==> src/rtl/vram_pkg.sv <==
// Shared types and constants for the video RAM scheduler.
package vram_pkg;

    localparam int unsigned FB_BYTES = 21888;
    localparam int unsigned ADDR_W   = 15;
    localparam int unsigned DATA_W   = 8;

    typedef logic [ADDR_W-1:0] addr_t;
    typedef logic [DATA_W-1:0] data_t;

    typedef enum logic [1:0] {
        StIdle,
        StWSetup,
        StWStrobe,
        StRead
    } state_e;

    typedef struct packed {
        addr_t addr;
        data_t data;
    } wr_entry_t;

endpackage

==> src/rtl/vram_sched_if.sv <==
// Timing, CPU write-port and SRAM bus signals of the video RAM scheduler.
interface vram_sched_if;
    import vram_pkg::*;

    logic       lineStart;
    logic       frameStart;
    logic       fetchEn;
    logic       cpuWrReq;
    addr_t      cpuWrAddr;
    data_t      cpuWrData;
    logic       cpuWrFull;
    logic [2:0] seq;
    addr_t      vramAddr;
    data_t      vramWrData;
    logic       vramDrive;
    logic       nVramOE;
    logic       nVramWE;

    modport slave (
        input  lineStart, frameStart, fetchEn, cpuWrReq, cpuWrAddr, cpuWrData,
        output cpuWrFull, seq, vramAddr, vramWrData, vramDrive, nVramOE, nVramWE
    );

    modport master (
        output lineStart, frameStart, fetchEn, cpuWrReq, cpuWrAddr, cpuWrData,
        input  cpuWrFull, seq, vramAddr, vramWrData, vramDrive, nVramOE, nVramWE
    );

endinterface

==> src/rtl/wr_fifo.sv <==
// CPU write buffer: power-of-two FIFO with registered occupancy; pushes while full are dropped.
module wr_fifo #(
    parameter int unsigned Depth = 4,
    parameter int unsigned Width = 23,
    localparam int unsigned PtrW = $clog2(Depth),
    localparam int unsigned CntW = $clog2(Depth) + 1
) (
    input  logic             clk,
    input  logic             nReset,
    input  logic             push,
    input  logic [Width-1:0] wdata,
    input  logic             pop,
    output logic [Width-1:0] rdata,
    output logic             full,
    output logic             empty,
    output logic [CntW-1:0]  count
);

    logic [Width-1:0] mem [Depth];
    logic [PtrW-1:0]  wr_ptr_q, rd_ptr_q;
    logic [CntW-1:0]  count_q;
    logic             do_push, do_pop;

    assign full    = (count_q == CntW'(Depth));
    assign empty   = (count_q == '0);
    assign count   = count_q;
    assign rdata   = mem[rd_ptr_q];
    assign do_push = push && !full;
    assign do_pop  = pop && !empty;

    always_ff @(posedge clk or negedge nReset) begin
        if (!nReset) begin
            wr_ptr_q <= '0;
            rd_ptr_q <= '0;
            count_q  <= '0;
        end else begin
            if (do_push) wr_ptr_q <= wr_ptr_q + PtrW'(1);
            if (do_pop)  rd_ptr_q <= rd_ptr_q + PtrW'(1);
            count_q <= count_q + CntW'(do_push) - CntW'(do_pop);
        end
    end

    always_ff @(posedge clk) begin
        if (do_push) mem[wr_ptr_q] <= wdata;
    end

endmodule

==> src/rtl/vram_sched.sv <==
// Arbitrates the framebuffer SRAM between display fetches (seq 6-7) and buffered CPU writes.
module vram_sched #(
    parameter int unsigned FIFO_DEPTH = 4,
    parameter int unsigned FB_BYTES   = vram_pkg::FB_BYTES
) (
    input  logic         clk,
    input  logic         nReset,
    vram_sched_if.slave  bus
);
    import vram_pkg::*;

    localparam int unsigned EntryW = $bits(wr_entry_t);
    localparam int unsigned CntW   = $clog2(FIFO_DEPTH) + 1;

    logic [2:0]        seq_q, seq_d;
    state_e            state_q, state_d;
    logic              rd_last_q, rd_last_d;
    addr_t             fetch_q, fetch_d;
    addr_t             rd_addr_q, rd_addr_d;
    logic [EntryW-1:0] head_bits;
    wr_entry_t         head;
    logic              fifo_full, fifo_empty, pop;
    logic [CntW-1:0]   fifo_count;
    logic              free, rd_exit, have_wr, wr_slot, writing;

    wr_fifo #(
        .Depth (FIFO_DEPTH),
        .Width (EntryW)
    ) u_wr_fifo (
        .clk    (clk),
        .nReset (nReset),
        .push   (bus.cpuWrReq),
        .wdata  ({bus.cpuWrAddr, bus.cpuWrData}),
        .pop    (pop),
        .rdata  (head_bits),
        .full   (fifo_full),
        .empty  (fifo_empty),
        .count  (fifo_count)
    );

    assign head  = wr_entry_t'(head_bits);
    assign seq_d = bus.lineStart ? 3'd0 : seq_q + 3'd1;
    // WSETUP lands on even seq only, and never on seq 6 while fetching, so WSTROBE never meets READ.
    assign wr_slot = !seq_d[0] && (!bus.fetchEn || seq_d != 3'd6);

    always_comb begin
        state_d   = state_q;
        rd_last_d = 1'b0;
        rd_addr_d = rd_addr_q;
        pop       = 1'b0;
        free      = 1'b0;
        rd_exit   = 1'b0;
        unique case (state_q)
            StRead: begin
                if (!rd_last_q) begin
                    rd_last_d = 1'b1;
                end else begin
                    free    = 1'b1;
                    rd_exit = 1'b1;
                end
            end
            StWSetup:  state_d = StWStrobe;
            StWStrobe: begin
                free = 1'b1;
                pop  = 1'b1;
            end
            default:   free = 1'b1;
        endcase
        // Look past the entry being popped so writes chain at one per two clocks.
        have_wr = pop ? (fifo_count > CntW'(1)) : !fifo_empty;
        if (free) begin
            if (bus.fetchEn && seq_d == 3'd6) begin
                state_d   = StRead;
                rd_addr_d = fetch_q;
            end else if (have_wr && wr_slot) begin
                state_d = StWSetup;
            end else begin
                state_d = StIdle;
            end
        end
    end

    always_comb begin
        fetch_d = fetch_q;
        if (bus.frameStart) begin
            fetch_d = rd_exit ? addr_t'(1) : '0;
        end else if (rd_exit) begin
            fetch_d = (fetch_q == addr_t'(FB_BYTES - 1)) ? '0 : fetch_q + addr_t'(1);
        end
    end

    always_ff @(posedge clk or negedge nReset) begin
        if (!nReset) begin
            seq_q     <= '0;
            state_q   <= StIdle;
            rd_last_q <= 1'b0;
            fetch_q   <= '0;
            rd_addr_q <= '0;
        end else begin
            seq_q     <= seq_d;
            state_q   <= state_d;
            rd_last_q <= rd_last_d;
            fetch_q   <= fetch_d;
            rd_addr_q <= rd_addr_d;
        end
    end

    // Strobes decode straight from the async-reset state so reset releases the bus at once.
    assign writing        = (state_q == StWSetup) || (state_q == StWStrobe);
    assign bus.seq        = seq_q;
    assign bus.cpuWrFull  = fifo_full;
    assign bus.vramDrive  = writing;
    assign bus.nVramOE    = (state_q != StRead);
    assign bus.nVramWE    = (state_q != StWStrobe);
    assign bus.vramAddr   = writing ? head.addr : rd_addr_q;
    assign bus.vramWrData = writing ? head.data : '0;

endmodule

==> src/flat_wrapper.sv <==
// flat-port wrapper written by rule: the top's interface ports become plain ports
module vram_sched_flat import vram_pkg::*;
#(
    parameter int unsigned FIFO_DEPTH = 4,
    parameter int unsigned FB_BYTES   = vram_pkg::FB_BYTES
)
  (clk, nReset, bus_lineStart, bus_frameStart, bus_fetchEn, bus_cpuWrReq, bus_cpuWrAddr, bus_cpuWrData, bus_cpuWrFull, bus_seq, bus_vramAddr, bus_vramWrData, bus_vramDrive, bus_nVramOE, bus_nVramWE);
  vram_sched_if bus_i ();
  input  logic clk;
  input  logic nReset;
  input wire logic [$bits(bus_i.lineStart)-1:0] bus_lineStart;
  input wire logic [$bits(bus_i.frameStart)-1:0] bus_frameStart;
  input wire logic [$bits(bus_i.fetchEn)-1:0] bus_fetchEn;
  input wire logic [$bits(bus_i.cpuWrReq)-1:0] bus_cpuWrReq;
  input wire logic [$bits(bus_i.cpuWrAddr)-1:0] bus_cpuWrAddr;
  input wire logic [$bits(bus_i.cpuWrData)-1:0] bus_cpuWrData;
  output wire logic [$bits(bus_i.cpuWrFull)-1:0] bus_cpuWrFull;
  output wire logic [$bits(bus_i.seq)-1:0] bus_seq;
  output wire logic [$bits(bus_i.vramAddr)-1:0] bus_vramAddr;
  output wire logic [$bits(bus_i.vramWrData)-1:0] bus_vramWrData;
  output wire logic [$bits(bus_i.vramDrive)-1:0] bus_vramDrive;
  output wire logic [$bits(bus_i.nVramOE)-1:0] bus_nVramOE;
  output wire logic [$bits(bus_i.nVramWE)-1:0] bus_nVramWE;
  assign bus_i.lineStart = bus_lineStart;
  assign bus_i.frameStart = bus_frameStart;
  assign bus_i.fetchEn = bus_fetchEn;
  assign bus_i.cpuWrReq = bus_cpuWrReq;
  assign bus_i.cpuWrAddr = bus_cpuWrAddr;
  assign bus_i.cpuWrData = bus_cpuWrData;
  assign bus_cpuWrFull = bus_i.cpuWrFull;
  assign bus_seq = bus_i.seq;
  assign bus_vramAddr = bus_i.vramAddr;
  assign bus_vramWrData = bus_i.vramWrData;
  assign bus_vramDrive = bus_i.vramDrive;
  assign bus_nVramOE = bus_i.nVramOE;
  assign bus_nVramWE = bus_i.nVramWE;
  vram_sched #(.FIFO_DEPTH(FIFO_DEPTH), .FB_BYTES(FB_BYTES)) u_core (.clk(clk), .nReset(nReset), .bus(bus_i));
endmodule
==> config.mk <==
export PLATFORM = sky130hd
export DESIGN_NAME = vram_sched_flat
export DESIGN_NICKNAME = d
export VERILOG_FILES = /design/src/rtl/vram_pkg.sv /design/src/rtl/vram_sched_if.sv /design/src/rtl/wr_fifo.sv /design/src/rtl/vram_sched.sv /design/src/flat_wrapper.sv
export SDC_FILE = /design/constraint.sdc
export NUM_CORES = 1
export LEC_CHECK = 0
export CORE_MARGIN = 2
export CORE_UTILIZATION = 30
export DETAILED_ROUTE_END_ITERATION = 8
export HOLD_SLACK_MARGIN = 0.12
export SLEW_MARGIN = 20
export SYNTH_ARGS = -nofsm -noshare
export SYNTH_HDL_FRONTEND = slang
export SYNTH_SLANG_ARGS = --single-unit
==> constraint.sdc <==
create_clock -name clk -period 6.34 [get_ports clk]
set_input_delay 0.634 -clock clk [delete_from_list [all_inputs] [get_ports clk]]
set_output_delay 0.634 -clock clk [all_outputs]
set_load 0.1 [all_outputs]
Yosys cells after proc, flatten, opt, wreduce, memory -nomap -nowiden
Memories as Yosys holds them, arrays and structs flattened.
Cells that the tools add are included.
{"block": "word_totals", "register_bits": 43, "ramBits": 92, "input_bits": 29, "output_inout_bits": 30, "wordCells": 60, "memories": 1}
{"memory": "u_core.u_wr_fifo.mem", "depth": 4, "word_bits": 23, "read_ports": 1, "rd_clocked_by_memory_dff": 0, "wr": 1, "line": "wr_fifo.sv:19", "text": "logic [Width-1:0] mem [Depth];"}
{"block": "op_classes", "add_sub_neg": 6, "order_cmp": 1, "eq_ne": 9, "mux": 20, "reduce_logical": 15}
{"op": "15-bit two-way mux", "count": 4}
{"op": "15-bit by 1-bit adder with 15-bit output (second input constant)", "count": 1}
{"op": "15-bit equality test (second input constant)", "count": 1}
{"op": "1-bit two-way mux", "count": 10}
{"op": "8-bit two-way mux", "count": 1}
{"op": "3-bit equality test (second input constant)", "count": 2}
{"op": "2-bit two-way mux", "count": 3}
{"op": "1-bit logical AND", "count": 5}
{"op": "2-bit by 1-bit adder with 2-bit output (second input constant)", "count": 2}
{"op": "2-bit equality test (second input constant)", "count": 2}
{"op": "1-bit logical NOT", "count": 4}
{"op": "2-bit inequality test (second input constant)", "count": 2}
{"op": "2-bit nonzero test", "count": 2}
{"op": "3-bit by 1-bit adder with 3-bit output", "count": 1}
{"op": "3-bit by 1-bit adder with 3-bit output (second input constant)", "count": 1}
{"op": "3-bit by 1-bit > comparator with 1-bit output (second input constant)", "count": 1}
{"op": "3-bit logical NOT", "count": 1}
{"op": "3-bit two-way mux", "count": 1}
{"op": "3-bit inequality test (second input constant)", "count": 1}
{"op": "3-bit by 1-bit subtractor with 3-bit output", "count": 1}
{"op": "2-bit by 1-bit equality test with 1-bit output (second input constant)", "count": 1}
{"op": "1-bit logical OR", "count": 2}
{"op": "1-bit one-hot mux with 2 select lines", "count": 1}
{"op": "2-bit AND reduction", "count": 1}

Longest topological paths before layout
Gate-level depths: netlist (run 1).
{"block": "logic_depth", "word_depth": 9, "mapped_depth": 10, "depth_no_buf": 10}

Cells and area by module
A second synthesis (run 1) with hierarchy kept.
{"block": "hier_totals", "hier_cells": 338, "area_unflattened_um2": 5771.8}
{"module": "wr_fifo", "n_inst": 1, "cells_per_inst": 162, "area_per_inst_um2": 3834.9, "seq_area_each_um2": 2937.8}
{"module": "vram_sched", "n_inst": 1, "cells_per_inst": 176, "area_per_inst_um2": 1936.9, "seq_area_each_um2": 900.9}

Worst setup path after synthesis (run 1)
Ideal clock, no wire load.
{"block": "synth_path", "path_type": "register to register", "startpoint": "register u_core.u_wr_fifo.count_q[2], in the netlist u_core.u_wr_fifo.count[2]", "endpoint": "register u_core.u_wr_fifo.count_q[2], in the netlist u_core.u_wr_fifo.count[2]", "setup_time_ns": 0.122, "arrival_ns": 4.043, "required_ns": 6.218, "path_slack_ns": 2.176, "stages_incl_launch_ff": 11, "n_path_buf": 0, "period_less_slack_ns": 4.164, "cell_sequence": "dfrtp_1 inv_1 nor3_1 nor2b_1 inv_1 ha_1 inv_1 ha_1 inv_1 fa_1 xor2_1"}
{"block": "synth_via", "elab_chain_cells": 5, "elab_cells_between_ends": 8, "classes_between": "add/sub: 2; eq/ne: 1; reduce/logical: 5"}
{"element": "from (decl)", "line": "wr_fifo.sv:21", "text": "logic [CntW-1:0] count_q;"}
{"element": "from (signal assigned)", "line": "wr_fifo.sv:39", "text": "count_q <= count_q + CntW'(do_push) - CntW'(do_pop);"}
{"element": "3-bit equality test", "line": "wr_fifo.sv:24", "text": "assign full = (count_q == CntW'(Depth));"}
{"element": "net bus_cpuWrFull", "line": "flat_wrapper.sv:17", "text": "output wire logic [$bits(bus_i.cpuWrFull)-1:0] bus_cpuWrFull;"}
{"element": "1-bit logical NOT", "line": "wr_fifo.sv:28", "text": "assign do_push = push && !full;"}
{"element": "1-bit logical AND", "line": "wr_fifo.sv:28"}
{"element": "3-bit by 1-bit adder with 3-bit output", "line": "wr_fifo.sv:39"}
{"element": "3-bit by 1-bit subtractor with 3-bit output", "line": "wr_fifo.sv:39"}
The timed path passes the listed nets, and every way through them passes these cells.
A chain may end at the register's enable or synchronous reset.

Final worst setup path (run 1)
{"block": "layout_path", "startpoint": "register u_core.state_q[0]", "endpoint": "output bus_vramAddr[6]"}
{"block": "layout_via", "elab_chain_cells": 3, "elab_cells_between_ends": 4, "classes_between": "eq/ne: 2; mux: 1; reduce/logical: 1"}
{"element": "from (decl)", "line": "vram_sched.sv:16", "text": "state_e state_q, state_d;"}
{"element": "from (signal assigned)", "line": "vram_sched.sv:95", "text": "state_q <= StIdle;"}
{"element": "from (signal assigned)", "line": "vram_sched.sv:101", "text": "state_q <= state_d;"}
{"element": "2-bit by 1-bit equality test with 1-bit output or 2-bit equality test (tied branches)", "line": "vram_sched.sv:109", "text": "assign writing = (state_q == StWSetup) || (state_q == StWStrobe);"}
{"element": "1-bit logical OR *", "line": "vram_sched.sv:109"}
{"element": "15-bit two-way mux *", "line": "vram_sched.sv:115", "text": "assign bus.vramAddr = writing ? head.addr : rd_addr_q;"}
{"element": "to (decl)", "line": "flat_wrapper.sv:19", "text": "output wire logic [$bits(bus_i.vramAddr)-1:0] bus_vramAddr;"}
Every way passes the cells marked *; elsewhere a longest branch is shown, timed or not.

==> flow_metrics.py, run 1 <==
metrics = {
    "critical_path": {
        "reg2reg_depth": 10,
        "reg2reg_setup_slack_ns": 4.06,
        "cp_data_arrival_time_ns": 3.61,
        "regToRegEndpoint": "u_core.u_wr_fifo.count[2]",
        "start_kind": "flip-flop",
        "crit_path_end_kind": "primary output",
        "crit_type": "flip-flop to primary output",
        "cp_max_fo": 24,
        "timing.rr.start": "u_core.u_wr_fifo.count[2]",
        "required_ns": 5.71,
    },
    "timing": {
        "hold_violations": 0,
        "tightestPinTransition_ns": 0.9846,
        "setup_viol": 0,
        "fin_crit_ns": 4.248,
        "slew_viol_final": 0,
        "tns_ns": 0,
        "fmax_mhz": 235.4,
        "slew_headroom": 0.3415,
        "min_period_over_period": 0.6700,
        "rsz0062_at_grt": "no",
        "skew_ns": 0.008711,
    },
    "synthesis": {
        "synth_common_cells": "92 x edfxtp_1, 55 x nand2_1, 43 x dfrtp_1, 23 x mux4_2, 16 x inv_1",
        "ys_seq_elements": 135,
        "synth_compound_area_frac": 0.02623,
        "syn_inst": 364,
        "synth_area_um2": 5724,
        "synth_top_family_by_area": "multiplexers",
        "synthSimpleGateAreaFrac": 0.1091,
        "syn_area_per_cell_um2": 15.73,
        "synth_warnings": 0,
        "yosys.cell_count.top_type": "edfxtp_1",
        "ys_async_sr_fraction": 0.3185,
        "synth_ff_type": "edfxtp_1",
        "synth_edf_count": 92,
        "synth_top_area_share": 0.4826,
        "ys_types": 46,
        "yosys-top-cells-area": "edfxtp_1 48%, dfrtp_1 19%, mux4_2 9.0%",
        "synthAdderAreaFrac": 0.02973,
        "synth_xor_area_frac": 0.02142,
        "muxShareOfSynthArea": 0.1220,
        "yosysSeqAreaShare": 0.6706,
        "synth_top_area_cell": "edfxtp_1",
        "syn_nets": 406,
    },
    "clocking": {
        "insertion_delay_ns": 0.42,
        "cts_buffers": 17,
        "cts_tree": "done",
        "cts_buffer_depth": 2,
        "clkSinkCount": 135,
        "clk_pin_slew_ns": 0.06,
        "ctsHoldBuffers": 0,
        "h-tree-depth": 4,
        "post_cts_buffers": 0,
        "cts_root_buf": "clkbuf_16",
        "cts_resized": 0,
    },
    "floorplanning": {
        "placeableCoreArea_um2": 18710,
        "dieArea_um2": 20200,
        "row_count": 50,
        "initial_core_util": 0.3060,
        "io_pins": 59,
        "die_w_um": 142.1,
        "fp.dieH_um": 142.1,
    },
    "grt": {
        "grt_first_pass_wirelength_mm": 18.80,
        "gr-total-overflow": 0,
        "grt_max_degree": 44,
        "grtUsageTotal": 0.1238,
        "grt_pass1_vias": 3468,
        "grt_antenna_before_repair": 0,
    },
    "place": {
        "hpwl_mm": 7.556,
        "port_buffers": 58,
        "routabilityCongestion": 0.7861,
        "numPlacedInstances": 650,
    },
    "detailed_routing": {
        "dr.pass1.iters": 4,
        "via_count": 3214,
        "drtIter0Drc": 168,
        "drc": 0,
        "wl_per_cell_um": 16.93,
        "antenna_left": 0,
        "viasPerCell": 4.713,
        "routed_wl_mm": 11.55,
    },
    "layout": {
        "stdcell_count": 682,
        "final_nets": 477,
        "drive_above_1_share": 0.1719,
        "antenna_cells": 0,
        "area_growth_pct": 24.70,
    },
    "power": {
        "vdd_drop_max_v": 0.0003761,
        "pwr_density_cell_nw_per_um2": 530.5,
        "p_leak_nw": 2.672,
    },
    "worst_hold_path": {
        "min_path_type": "input port to async pin",
    },
    "status": {
        "status": "finished clean",
    },
    "job": {
        "maxCapViolations": 0,
    },
}
flip-flops by register name, indices dropped and copies added, names as in the netlist:
signal                     flops
u_core.u_wr_fifo.rd_ptr_q      2
u_core.rd_addr_q              15
u_core.bus.seq                 3
u_core.u_wr_fifo.mem          92
u_core.state_q                 2
u_core.fetch_q                15
u_core.u_wr_fifo.wr_ptr_q      2
u_core.u_wr_fifo.count         3
u_core.rd_last_q               1
worst max path at each step:
stage                                   start                        end  slack [ns]  cells after the start
global route                u_core.state_q[0]            bus_vramAddr[6]        1.86                      6
global placement            u_core.state_q[0]            bus_vramAddr[6]        2.55                      6
CTS                         u_core.state_q[0]            bus_vramAddr[6]        2.02                      6
finish                      u_core.state_q[0]            bus_vramAddr[6]        2.09                      6
floorplan           u_core.u_wr_fifo.count[2]  u_core.u_wr_fifo.count[2]        2.18                     10
detailed placement          u_core.state_q[0]            bus_vramAddr[6]        2.48                      6
through the flow:
stage	setup slack [ns]	utilization	hold slack, ns	total power [mW]	cell area [um2]
floorplan	2.176	-	0.3384	2.466	5724
global placement	2.549	0.3512	0.4767	2.868	6570
detailed placement	2.476	0.3513	0.4863	2.891	6571
CTS	2.022	0.3815	0.4166	3.841	7136
global route	1.858	0.3816	0.2537	3.958	7138
finish	2.092	0.3816	0.2216	3.787	7138
power by group:
part | internal, mW | switching, mW
logic | 0.458 | 1.20
clock network | 0.575 | 0.361
registers | 1.11 | 0.0847
total | 2.14 | 1.64
placed cells by master (no fill, tap or decap), types with 2 or more instances in the layout:
cell | synthesis | final
a21oi_1 | 3 | 3
a21oi_2 | 2 | 2
a31oi_1 | 2 | 2
and2_1 | 13 | 13
buf_4 | 2 | 6
bufinv_16 | 0 | 2
clkbuf_1 | 5 | 2
clkbuf_16 | 0 | 17
clkdlybuf4s50_1 | 0 | 57
clkinv_1 | 0 | 3
clkinv_2 | 0 | 2
clkinv_4 | 0 | 3
clkinvlp_4 | 0 | 2
dfrtp_1 | 43 | 42
edfxtp_1 | 92 | 92
ha_1 | 12 | 12
inv_1 | 16 | 16
mux2_1 | 8 | 8
mux2_2 | 8 | 8
mux4_2 | 23 | 23
nand2_1 | 55 | 55
nand3_1 | 4 | 4
nand4_1 | 3 | 3
nand4_2 | 2 | 2
nor2_1 | 14 | 14
nor2b_1 | 3 | 3
nor3_1 | 6 | 6
nor4_1 | 3 | 3
nor4_2 | 2 | 2
o211ai_1 | 2 | 2
o21ai_0 | 5 | 5
xnor2_1 | 9 | 9
xor2_1 | 5 | 5
layout make-up:
class	instances	area (um2)
inverters	16	60.06
flip-flops and latches	135	3840
multi-input cells	202	1765
clock inverters	13	131.4
well taps	234	292.8
clock buffers	19	432.9
fillers	1713	11570
repair buffers	63	615.6
metal layers:
| layer | vias up | track usage | wire (um) |
|---|---|---|---|
| met5 | - | 0 | 0 |
| met4 | 0 | 0.05474 | 244 |
| met3 | 20 | 0.04105 | 570 |
| met2 | 59 | 0.1958 | 5539 |
| met1 | 1643 | 0.1554 | 5192 |
| li1 | 1492 | - | - |
logic make-up (layout without fill, tap and decap cells):
family,count (synthesis),in the layout
flops,135,135
xor+xnor,14,14
mux,39,39
buf+inv,27,111
simple gates,115,115
compound gates,21,21
fa+ha+maj,13,13
critical path, stage by stage (launching register included):
cell             delay, ns
dfrtp_1               0.39
inv_1                 0.06
ha_1                  0.54
inv_1                 0.77
nand2_1               0.14
nand2_1               0.16
clkdlybuf4s50_1       1.14
(Power assumes the default switching activity.)
==> inputs of run 2 (changes only) <==
Clock period 6.34 ns to 4.2 ns, I/O delays scaled along.
==> flow_metrics.py, run 2 (same netlist as run 1, synthesis figures left out) <==
metrics = {
    "clocking": {
        "insertion_delay_ns": 0.41,
        "cts_buffer_depth": 2,
        "post_cts_buffers": 0,
        "clk_pin_slew_ns": 0.05,
        "cts_buffers": 17,
        "h-tree-depth": 4,
        "clkSinkCount": 135,
        "cts_tree": "done",
        "cts_root_buf": "clkbuf_16",
    },
    "layout": {
        "layout_common_cells": "92 x edfxtp_1, 55 x nand2_1, 42 x dfrtp_1",
        "final_common_cell": "edfxtp_1",
        "multi_input_area_um2": 1765,
        "layout_top_registers": "u_core.u_wr_fifo.mem: 92 flops, u_core.fetch_q: 15 flops, u_core.rd_addr_q: 15 flops",
        "antenna_cells": 0,
        "fillers": 1739,
        "drive_above_1_share": 0.2227,
        "seqCellArea_um2": 3840,
        "largest_register": "u_core.u_wr_fifo.mem",
        "largest_reg_flops": 92,
        "final_nets": 478,
        "area_growth_pct": 23.37,
    },
    "detailed_routing": {
        "viasPerCell": 4.754,
        "wl_per_cell_um": 17.01,
        "via_count": 3247,
        "dr.pass1.iters": 4,
        "antenna_left": 0,
        "routed_wl_mm": 11.62,
        "drc": 0,
        "drtIter0Drc": 279,
    },
    "timing": {
        "skew_ns": 0.009287,
        "fmax_mhz": 324.7,
        "hold-worst-slack_ns": 0.4987,
        "rsz0062_at_grt": "no",
        "slew_headroom": 0.3489,
        "tns_ns": 0,
        "slew_viol_final": 0,
        "fin_crit_ns": 3.079,
        "hold_violations": 0,
        "tightestPinTransition_ns": 0.9736,
        "min_period_over_period": 0.7332,
        "setup_viol": 0,
    },
    "grt": {
        "grt_antenna_before_repair": 0,
        "grt_max_degree": 44,
        "grtUsageTotal": 0.1246,
        "gr-total-overflow": 0,
        "grt_pass1_vias": 3379,
        "grt_first_pass_wirelength_mm": 18.65,
    },
    "critical_path": {
        "required_ns": 3.78,
        "critical_path.endpoint": "bus_vramWrData[7]",
        "crit_type": "flip-flop to primary output",
        "crit_path_end_kind": "primary output",
        "cp_max_fo": 24,
        "start_kind": "flip-flop",
        "timing.rr.start": "u_core.u_wr_fifo.count[2]",
        "regToRegEndpoint": "u_core.u_wr_fifo.count[2]",
        "reg2reg_setup_slack_ns": 1.92,
        "cp_data_arrival_time_ns": 2.66,
        "crit_start": "u_core.state_q[0]",
        "reg2reg_depth": 10,
    },
    "floorplanning": {
        "io_pins": 59,
        "dieArea_um2": 20200,
        "placeableCoreArea_um2": 18710,
        "row_count": 50,
        "initial_core_util": 0.3060,
        "die_w_um": 142.1,
        "fp.dieH_um": 142.1,
    },
    "power": {
        "vdd_drop_max_v": 0.0005619,
        "pwr_density_cell_nw_per_um2": 791.8,
        "total_power_mw": 5.591,
        "p_leak_nw": 2.701,
    },
    "place": {
        "port_buffers": 58,
        "routabilityCongestion": 0.7794,
        "hpwl_mm": 7.639,
    },
    "status": {
        "status": "finished clean",
    },
    "worst_hold_path": {
        "min_path_type": "flip-flop to flip-flop",
    },
    "job": {
        "maxCapViolations": 0,
    },
}
## run 2: changes by cell type in the layout (fill, tap and decap cells not counted), sizes merged
cell           delta
buf              +24
bufinv            -1
clkdlybuf4s50    -24
dlygate4sd3       +1
inv               +1
## run 2: metal layers
metal / vias up / wire length, um / global-route usage
li1: 1497 / - / -
met1: 1670 / 5272 / 0.1613
met2: 66 / 5724 / 0.2011
met3: 14 / 467 / 0.03533
met4: 0 / 154 / 0.04421
met5: - / 0 / 0
## run 2: timing repair
action | 4_1_cts | 5_1_grt
resized for setup | 0 | 0
hold buffers | 0 | 1
endpoints found under the hold margin | 0 | 43
## run 2: report_power, final
part           leakage [nW]  switching, mW  internal [mW]
clock                 0.258          0.537          0.807
sequential             1.42          0.128           1.68
combinational          1.02           1.81          0.637
total                  2.70           2.47           3.12
## run 2: stage by stage
stage / worst slack, ns / instances / util / area (um2)
global placement: 1.556 / 650 / 0.3480 / 6510
CTS: 1.015 / 682 / 0.3769 / 7049
floorplan: 0.03595 / 364 / - / 5724
global route: 0.8928 / 683 / 0.3775 / 7062
detailed placement: 1.482 / 650 / 0.3481 / 6511
finish: 1.121 / 683 / 0.3775 / 7062
## run 2: final cells by class
| type | count | area share |
|---|---|---|
| well taps | 234 | 0.04146 |
| clock buffers | 19 | 0.06130 |
| repair buffers | 64 | 0.08009 |
| multi-input cells | 202 | 0.2500 |
| inverters | 16 | 0.008505 |
| flip-flops and latches | 135 | 0.5438 |
| clock inverters | 13 | 0.01488 |
## run 2: worst min-delay path by stage
stage | from | endpoint | slack (ns) | cells past startpoint
6_report | u_core.rd_addr_q[8] | u_core.rd_addr_q[8] | 0.50 | 1
5_1_grt | u_core.rd_addr_q[8] | u_core.rd_addr_q[8] | 0.51 | 1
4_1_cts | nReset | u_core.fetch_q[7] | 0.21 | 1
3_5_place_dp | u_core.rd_addr_q[9] | u_core.rd_addr_q[9] | 0.49 | 1
3_3_place_gp | u_core.rd_addr_q[14] | u_core.rd_addr_q[14] | 0.48 | 1
2_1_floorplan | nReset | u_core.bus.seq[0] | 0.12 | 0
## run 2: critical path, stage by stage (launching register included)
cell and delay (ns):
dfrtp_1 0.40, inv_1 0.06, ha_1 0.49, inv_1 0.73, and2_1 0.27, buf_4 0.30
==> inputs of run 3 (changes only) <==
Clock period 4.2 ns to 3 ns, I/O delays scaled along.
==> flow_metrics.py, run 3 (same netlist as run 1, synthesis figures left out) <==
metrics = {
    "critical_path": {
        "start_kind": "flip-flop",
        "cp_max_fo": 25,
        "path_common_cell": "nand2_1",
        "path_cells": "buf_4, mux4_2, nand2_1, nand2_1, buf_12",
        "critical-path-top-delay-family": "buffers and inverters",
        "path_buf_inv": 2,
        "cp_slowest_cell": "mux4_2",
        "required_ns": 2.70,
        "max_stage_delay_ns": 0.58,
        "crit_path_end_kind": "primary output",
        "cp_data_arrival_time_ns": 2.17,
        "crit_type": "flip-flop to primary output",
    },
    "layout": {
        "final_nets": 482,
        "largest_register": "u_core.u_wr_fifo.mem",
        "layout_common_cells": "92 x edfxtp_1, 55 x nand2_1, 43 x dfrtp_1",
        "area_growth_pct": 30.12,
        "drive_above_1_share": 0.2522,
        "layout_top_registers": "u_core.u_wr_fifo.mem: 92 flops, u_core.fetch_q: 15 flops, u_core.rd_addr_q: 15 flops",
        "final_area_um2": 7448,
        "largest_reg_flops": 92,
        "antenna_cells": 0,
        "postLayoutCoreUtil": 0.3982,
        "final_common_cell": "edfxtp_1",
    },
    "power": {
        "seqPwrFrac": 0.282,
        "vdd_drop_max_v": 0.0007328,
        "p_leak_nw": 2.854,
        "switchingPower_mw": 3.622,
        "power_switching_share": 0.4148,
        "p_int_mw": 5.110,
        "pwr_density_cell_nw_per_um2": 1172,
        "combPwrFrac": 0.478,
        "pwr-share-clk": 0.240,
    },
    "floorplanning": {
        "placeableCoreArea_um2": 18710,
        "initial_core_util": 0.3060,
        "fp.dieH_um": 142.1,
        "io_pins": 59,
        "die_w_um": 142.1,
        "row_count": 50,
        "dieArea_um2": 20200,
    },
    "worst_hold_path": {
        "min_path_type": "input port to async pin",
    },
    "timing": {
        "rsz0062_at_grt": "no",
        "hold_violations": 0,
        "setup_viol": 0,
        "slew_headroom": 0.5690,
        "tightestPinTransition_ns": 0.6465,
        "tns_ns": 0,
        "skew_ns": 0.005689,
        "min_period_over_period": 0.8234,
        "hold-worst-slack_ns": 0.4381,
        "slew_viol_final": 0,
        "fmax_mhz": 404.9,
        "fin_crit_ns": 2.470,
    },
    "grt": {
        "grt_pass1_vias": 3455,
        "grtUsageTotal": 0.1215,
        "grt_antenna_before_repair": 0,
        "gr-total-overflow": 0,
        "grt_max_degree": 44,
        "grt_first_pass_wirelength_mm": 18.66,
    },
    "place": {
        "dpl-instance-area_um2": 6837,
        "routabilityCongestion": 0.8220,
        "hpwl_mm": 7.351,
        "port_buffers": 58,
    },
    "detailed_routing": {
        "viasPerCell": 4.675,
        "antenna_left": 0,
        "wl_met1_mm": 4.977,
        "drtIter0Drc": 181,
        "wl_per_cell_um": 16.55,
        "met3_length_um": 558,
        "drc": 0,
        "routed_wl_mm": 11.35,
        "via_count": 3207,
        "dr.pass1.iters": 7,
        "wl_met2_mm": 5.755,
        "highest_layer": "met4",
    },
    "clocking": {
        "cts_buffer_depth": 2,
        "clkSinkCount": 135,
        "insertion_delay_ns": 0.41,
        "cts_buffers": 17,
        "cts_tree": "done",
        "cts_resized": 0,
        "clk_pin_slew_ns": 0.06,
        "h-tree-depth": 4,
        "cts_root_buf": "clkbuf_16",
        "post_cts_buffers": 0,
    },
    "status": {
        "status": "finished clean",
    },
    "job": {
        "maxCapViolations": 0,
    },
}
-- run 3: cell types whose count changed in the layout (fill, tap and decap cells not counted), sizes merged --
cell           delta
inv               +1
buf              +10
clkbuf            -2
clkdlybuf4s50     -6
bufinv            +2
clkinvlp          -2
-- run 3: stage by stage --
step | cells | power [mW] | setup WS (ns)
4_1_cts | 686 | 8.846 | 0.4612
6_report | 686 | 8.732 | 0.5300
3_5_place_dp | 654 | 6.729 | 0.5802
5_1_grt | 686 | 9.098 | 0.3858
3_3_place_gp | 654 | 6.660 | 0.6429
2_1_floorplan | 364 | 5.228 | 0.3056
-- run 3: final timing paths --
path                                              start                        end  slack [ns]  cells after the start
min reg2reg                           u_core.bus.seq[0]          u_core.bus.seq[0]        0.50                      1
max                        u_core.u_wr_fifo.rd_ptr_q[0]            bus_vramAddr[5]        0.53                      5
max reg2reg                   u_core.u_wr_fifo.count[2]  u_core.u_wr_fifo.count[2]        0.76                     10
max in group asynchronous                        nReset        u_core.rd_addr_q[2]        2.14                      2
min in group clk                      u_core.bus.seq[0]          u_core.bus.seq[0]        0.50                      1
min                                              nReset          u_core.bus.seq[0]        0.44                      2
-- run 3: timing repair --
action | in CTS | in global routing
hold endpoints to repair | 8 | 0
hold buffers | 1 | 0
endpoints found under the setup margin | 0 | 0
-- run 3: layout make-up --
cell class,count,area (um2)
clock buffer,17,425.4
clock inverter,14,173.9
fill,1683,11260
inverter,16,60.06
multi-input combinational,202,1777
sequential,135,3839
tap,234,292.8
timing repair buffer,68,880.8
-- run 3: per-layer routing --
layer,vias up,GRT usage
met1,1630,0.1548
met3,5,0.04105
met2,74,0.1968
met4,0,0.03684
li1,1498,-
met5,-,0
-- run 3: power groups by stage --
| stage | sequential, mW | combinational, mW | clock [mW] |
|---|---|---|---|
| 2_1_floorplan | 2.49 | 2.74 | 0 |
| 3_3_place_gp | 2.47 | 4.19 | 0 |
| 3_5_place_dp | 2.49 | 4.23 | 0 |
| 4_1_cts | 2.46 | 4.25 | 2.14 |
| 5_1_grt | 2.49 | 4.40 | 2.21 |
| 6_report | 2.46 | 4.18 | 2.10 |
